==> config.mk <==
export PLATFORM = sky130hd
export DESIGN_NAME = spi_stream_out
export DESIGN_NICKNAME = d
export VERILOG_FILES = /design/src/rtl/spi_stream_out.sv
export SDC_FILE = /design/constraint.sdc
export NUM_CORES = 2
export LEC_CHECK = 0
export CORE_MARGIN = 3
export CORE_UTILIZATION = 45
export DETAILED_ROUTE_END_ITERATION = 10
export PLACE_DENSITY = 0.58
export SETUP_SLACK_MARGIN = 0.02
export SYNTH_ARGS = -nofsm -noshare
export SYNTH_HDL_FRONTEND = slang
export SYNTH_SLANG_ARGS = --single-unit
==> constraint.sdc <==
create_clock -name clk -period 5.05 [get_ports clk]
set_input_delay 1.2625 -clock clk [delete_from_list [all_inputs] [get_ports clk]]
set_output_delay 1.2625 -clock clk [all_outputs]
set_load 0.01 [all_outputs]
==> src/rtl/spi_stream_out.sv <==
// Fabric-to-host byte stream: user logic fills a FIFO, the host drains it with one
// read command that returns a 16-bit length snapshot followed by that many bytes.
module spi_stream_out #(
    parameter logic [7:0]  CMD_READ      = 8'hE1,
    parameter int unsigned DEPTH_LOG2    = 9,
    parameter int unsigned IRQ_THRESHOLD = 256
) (
    input  logic                clk,
    input  logic                rst,
    input  logic [7:0]          pw_wdata,
    input  logic                pw_wcmd,
    input  logic                pw_wstb,
    input  logic                pw_end,
    output logic                pw_req,
    input  logic                pw_gnt,
    output logic [7:0]          pw_rdata,
    input  logic                pw_rstb,
    output logic                pw_irq,
    input  logic [7:0]          in_data,
    input  logic                in_valid,
    output logic                in_ready,
    input  logic                flush,
    output logic [DEPTH_LOG2:0] level
);
    localparam int unsigned      LVL_W = DEPTH_LOG2 + 1;
    localparam int unsigned      DEPTH = 1 << DEPTH_LOG2;
    localparam logic [LVL_W-1:0] FULL  = LVL_W'(DEPTH);
    localparam logic [LVL_W-1:0] THR   = LVL_W'(IRQ_THRESHOLD);

    localparam logic [2:0] ST_IDLE   = 3'd0;
    localparam logic [2:0] ST_IGNORE = 3'd1;
    localparam logic [2:0] ST_LEN_LO = 3'd2;
    localparam logic [2:0] ST_LEN_HI = 3'd3;
    localparam logic [2:0] ST_DATA   = 3'd4;
    localparam logic [2:0] ST_PAD    = 3'd5;

    logic [7:0]            mem [DEPTH];
    logic [DEPTH_LOG2-1:0] wr_ptr_q, wr_ptr_d, rd_ptr_q, rd_ptr_d;
    logic [LVL_W-1:0]      level_q, level_d, snap_q, snap_d, remain_q, remain_d;
    logic [2:0]            state_q, state_d;
    logic                  flush_pending_q, flush_pending_d;
    logic                  req_q, req_d, irq_q, irq_d, in_ready_q, in_ready_d;
    logic [7:0]            rdata_q, rdata_d;
    logic                  push, pop, accept, rstb_ok;
    logic [15:0]           snap16;

    always_comb begin
        state_d         = state_q;
        snap_d          = snap_q;
        remain_d        = remain_q;
        rd_ptr_d        = rd_ptr_q;
        wr_ptr_d        = wr_ptr_q;
        flush_pending_d = flush_pending_q;
        rdata_d         = 8'h00;
        rstb_ok         = pw_rstb && pw_gnt;
        push            = in_valid && in_ready_q;
        pop             = 1'b0;
        accept          = 1'b0;

        case (state_q)
            ST_IDLE: begin
                if (pw_wstb && pw_wcmd) begin
                    if (pw_wdata == CMD_READ) begin
                        accept   = 1'b1;
                        snap_d   = level_q;
                        remain_d = level_q;
                        state_d  = ST_LEN_LO;
                    end else begin
                        state_d = ST_IGNORE;
                    end
                end
            end
            ST_LEN_LO: if (rstb_ok) state_d = ST_LEN_HI;
            ST_LEN_HI: if (rstb_ok) state_d = (snap_q != '0) ? ST_DATA : ST_PAD;
            ST_DATA: begin
                if (rstb_ok) begin
                    pop      = 1'b1;
                    remain_d = remain_q - LVL_W'(1);
                    if (remain_q == LVL_W'(1)) state_d = ST_PAD;
                end
            end
            ST_IGNORE, ST_PAD: ;
            default: state_d = ST_IDLE;
        endcase

        // Host deselect aborts any transaction; unacknowledged bytes stay queued.
        if (pw_end && state_q != ST_IDLE) state_d = ST_IDLE;

        if (push) wr_ptr_d = wr_ptr_q + DEPTH_LOG2'(1);
        if (pop)  rd_ptr_d = rd_ptr_q + DEPTH_LOG2'(1);
        level_d    = level_q + LVL_W'(push) - LVL_W'(pop);
        in_ready_d = (level_d != FULL);

        // A flush arriving with the snapshot survives for the next transaction.
        if (flush)       flush_pending_d = 1'b1;
        else if (accept) flush_pending_d = 1'b0;

        irq_d  = (state_d == ST_IDLE) &&
                 ((level_d >= THR) || (flush_pending_d && level_d != '0));
        req_d  = (state_d != ST_IDLE) && (state_d != ST_IGNORE);
        snap16 = 16'(snap_d);

        case (state_d)
            ST_LEN_LO: rdata_d = snap16[7:0];
            ST_LEN_HI: rdata_d = snap16[15:8];
            ST_DATA:   rdata_d = mem[rd_ptr_d];
            default:   rdata_d = 8'h00;
        endcase
    end

    always_ff @(posedge clk) begin
        if (push) mem[wr_ptr_q] <= in_data;
    end

    always_ff @(posedge clk or posedge rst) begin
        if (rst) begin
            state_q         <= ST_IDLE;
            wr_ptr_q        <= '0;
            rd_ptr_q        <= '0;
            level_q         <= '0;
            snap_q          <= '0;
            remain_q        <= '0;
            flush_pending_q <= 1'b0;
            req_q           <= 1'b0;
            irq_q           <= 1'b0;
            in_ready_q      <= 1'b1;
            rdata_q         <= 8'h00;
        end else begin
            state_q         <= state_d;
            wr_ptr_q        <= wr_ptr_d;
            rd_ptr_q        <= rd_ptr_d;
            level_q         <= level_d;
            snap_q          <= snap_d;
            remain_q        <= remain_d;
            flush_pending_q <= flush_pending_d;
            req_q           <= req_d;
            irq_q           <= irq_d;
            in_ready_q      <= in_ready_d;
            rdata_q         <= rdata_d;
        end
    end

    assign pw_req   = req_q;
    assign pw_irq   = irq_q;
    assign pw_rdata = rdata_q;
    assign in_ready = in_ready_q;
    assign level    = level_q;
endmodule

==> reports/metrics.cfg <==
[clocking]
clk_latency_ns=1.04
ctsHoldBuffers=0
cts_inserted_buffers=433
cts_root_buffer=clkbuf_16
clkTransAtPathRegs_ns=0.07
cts_buffer_depth=4
cts.htree.levels=5
clock-sinks=4159
cts_tree=built

[timing]
fin_crit_ns=5.13
rsz0062_at_grt=false
min_period_over_period_pct=102
finalSetupViolCount=1
relSlewSlack_pct=12.5
fmax_ghz=0.195
max_slew.worst_pin.slew_ns=1.31
fin_skew_ns=0.0900
fin_tns_setup_ns=-0.0843
drv_slew=0
hold_violations=0
fin_ws_ns=-0.0843

[global_route]
grt_pass1_vias=125000
grt_pass1_wl_mm=952
global_route.usage.total_pct=31.3
grt_overflow=0
antenna_found_initial=56
grt_max_degree=240

[detailed_routing]
dr_total_vias=128000
first_iter_violations=19700
avgViaCountPerCell=6.66
drc=0
ant_nets=0
wl_per_cell_um=35.1
dr.pass1.iters=8
drt-total-wl_mm=675

[synth]
synth_adder_area_share_pct=0.124
muxShareOfSynthArea_pct=15.2
synth_cell_types=105
syn_area_per_cell_um2=15.5
synth_edf_count=4096
synth.ff_latch_count=4159
ys_seq_area_share_pct=66.6
synthArstFlopShare_pct=1.51
synth_simple_gate_area_share_pct=7.66
synth-compound-area-share_pct=7.56
synth_ff_type=edfxtp_1
syn-num-nets=12100
synthesis.area_um2=187000
synth_top_family_by_area=multiplexers
synth_xor_area_share_pct=0.107
synth_cells=12100
yosys_warnings=0

[finish]
drive_gt1_share_pct=26.3
fillers=33000
nets=13400
final_cells=19200
multi_input_area_um2=57900
area_delta_synth_final_pct=18.3
regArea_um2=125000

[critical_path]
cpMostUsedCell=buf_4
cp.arrival_ns=6.01
crit_chain=clkdlybuf4s50_1 -> buf_4 -> nand3_2 -> buf_4 -> nor3_4 -> nor2_4 -> buf_12 -> inv_8 -> buf_4 -> buf_4 -> mux2i_1 -> a32oi_1 -> and3_1 -> o32ai_1 -> o41ai_4 -> buf_4 -> nor4_1 -> o32ai_1
worst-endpoint-required_ns=5.93
critPathKind=in -> reg
cp_max_fo=18
cpPeakStageDelay_ns=0.62
critPathTopFamily=buffers and inverters
setup.worst_path.start_class=primary input
cp_slowest_cell=nor4_1
endpoint_kind=register
critPathBufInv=8

[outcome]
violations=negative setup slack
status=complete, but fails checks

[floorplanning]
die_x_um=651
rows=236
start_util_pct=45.2
core_um2=414000
ios=46
die_h_um=651
dieArea_um2=423000

[pwr]
p_sw_share_pct=22.3
p_leak_nw=77.1
seqPwrFrac_pct=50.8
combPwrFrac_pct=4.8
switchingPower_mw=16.9
peakVddDrop_mv=0.303
p_per_area_nw_per_um2=342
p_int_mw=58.8
clockPowerShare_pct=44.4

[placement]
dp_cells=18400
portBuffers=45
place.gp.congestion=0.969
dp_hpwl_mm=452

[hold_path]
hold_class=reg -> reg

[flow_run]
cap_violations=0

==> power groups by stage <==
stage | Sequential (mW) | Combinational, mW | Clock [mW]
2_1_floorplan | 39.0 | 1.34 | 0
3_3_place_gp | 39.1 | 3.48 | 0
3_5_place_dp | 39.1 | 3.56 | 0
4_1_cts | 38.4 | 3.57 | 33.8
5_1_grt | 38.4 | 3.76 | 35.2
6_report | 38.4 | 3.66 | 33.6
==> path summary, 6_finish.rpt <==
check	cells after the start	from	slack, ns	end
max in group asynchronous	3	rst	3.57	state_q[2]$_DFF_PP0_
worst max register to register	14	state_q[0]$_DFF_PP0_	-0.01	pw_rdata[4]$_DFF_PP0_
worst max-delay path	18	pw_gnt	-0.08	pw_rdata[4]$_DFF_PP0_
worst min-delay path	2	snap_q[8]$_DFF_PP0_	0.53	snap_q[8]$_DFF_PP0_
min in group asynchronous	2	rst	0.58	rd_ptr_q[0]$_DFF_PP0_
worst min register to register	2	snap_q[8]$_DFF_PP0_	0.53	snap_q[8]$_DFF_PP0_
==> per-layer routing <==
layer	up-vias	GRT usage [%]	part of all wire (%)
met2	8751	46.8	44
li1	51600	-	-
met4	38	15.3	5.6
met1	66000	42.8	37
met3	1747	8.26	12
met5	-	0.102	0.049
==> cell usage after synthesis (all sizes together), types with 9 or more instances <==
library cell / instances / area [µm²]
o221ai: 143 / 1250
a32oi: 145 / 1270
a311oi: 41 / 359
o311ai: 25 / 219
nor2b: 66 / 413
a21boi: 9 / 75.1
nor4: 59 / 397
a21oi: 211 / 1060
a41oi: 10 / 87.6
mux2: 59 / 664
nor3: 168 / 873
or3: 33 / 206
a31o: 12 / 105
dfrtp: 62 / 1550
o31ai: 25 / 193
xnor2: 16 / 148
mux4: 996 / 22400
a221o: 18 / 180
nand4: 63 / 394
clkbuf: 265 / 995
nor2: 714 / 2700
o22ai: 408 / 2550
inv: 44 / 168
edfxtp: 4096 / 123000
a2111oi: 39 / 348
mux2i: 536 / 5370
a22oi: 35 / 263
a31oi: 200 / 1260
and3: 161 / 1010
ha: 17 / 213
a32o: 18 / 180
a221oi: 64 / 567
a211o: 23 / 201
or4: 23 / 176
o211ai: 54 / 405
o32ai: 10 / 87.6
buf: 718 / 3940
nand2: 1500 / 5630
a21o: 12 / 90.1
o21ai: 218 / 1100
o2111ai: 18 / 158
nand2b: 11 / 68.8
nand3: 416 / 2090
a211oi: 192 / 1440
==> worst min-delay path, delay by kind of cell, from the launching register on <==
kind                   cells  cell delay (ns)
DFF                        1             0.34
muxes                      1             0.09
buffers and inverters      1             0.06
==> metrics by stage <==
step	worst slack [ns]	total power, mW	cell area [µm²]	util (%)	hold slack [ns]
CTS	0.0496	75.8	221000	53.4	0.522
finish	-0.0843	75.6	221000	53.5	0.526
detailed placement	-1.35	42.7	206000	49.9	0.510
global placement	-1.32	42.6	206000	49.9	0.495
floorplan	0.0265	40.4	187000	-	0.471
global route	0.0246	77.4	221000	53.5	0.566
==> what timing repair did <==
action | in CTS | in global routing
pin swaps | 0 | 1
gates resized for setup | 7 | 7
endpoints found under the hold margin | 0 | 0
endpoints found under the setup margin | 3 | 5
setup buffers | 0 | 3
==> area by class of cell <==
class,count,area share (%)
Antenna cell,31,0.0351
Sequential cell,4159,56.3
Inverter,47,0.104
Multi-Input combinational cell,6892,26.2
Clock buffer,519,5.12
Timing Repair Buffer,1836,7.60
Clock inverter,285,1.55
Tap cell,5474,3.10
==> logic make-up after synthesis <==
logic type	after synthesis
simple gates	3259
mux	1591
xor+xnor	22
fa+ha+maj	18
compound gates	2002
buf+inv	1030
flops	4159
==> state kept, by name, indices dropped and copies added, names as in the netlist, 3 cells and up <==
register,cells
state_q,3
rd_ptr_q,9
snap_q,10
pw_rdata,8
wr_ptr_q,9
mem,4096
level,10
remain_q,10
==> layout by cell type (no fill, tap or decap), types with 72 or more instances in the layout <==
| cell type | Yosys | final |
|---|---|---|
| buf_4 | 146 | 1561 |
| a211oi_1 | 192 | 191 |
| o221ai_1 | 143 | 143 |
| nand3_1 | 414 | 403 |
| a32oi_1 | 145 | 145 |
| bufinv_16 | 0 | 72 |
| nor2_1 | 709 | 703 |
| clkbuf_16 | 0 | 441 |
| clkinv_1 | 3 | 102 |
| o21ai_0 | 198 | 194 |
| and3_1 | 161 | 160 |
| clkbuf_1 | 265 | 78 |
| nor3_1 | 164 | 162 |
| mux2i_1 | 536 | 534 |
| a31oi_1 | 199 | 199 |
| buf_12 | 0 | 230 |
| nand2_1 | 1499 | 1484 |
| a21oi_1 | 209 | 206 |
| edfxtp_1 | 4096 | 4096 |
| mux4_2 | 996 | 996 |
| o22ai_1 | 408 | 405 |
Power figures use the tool's default switching activity.
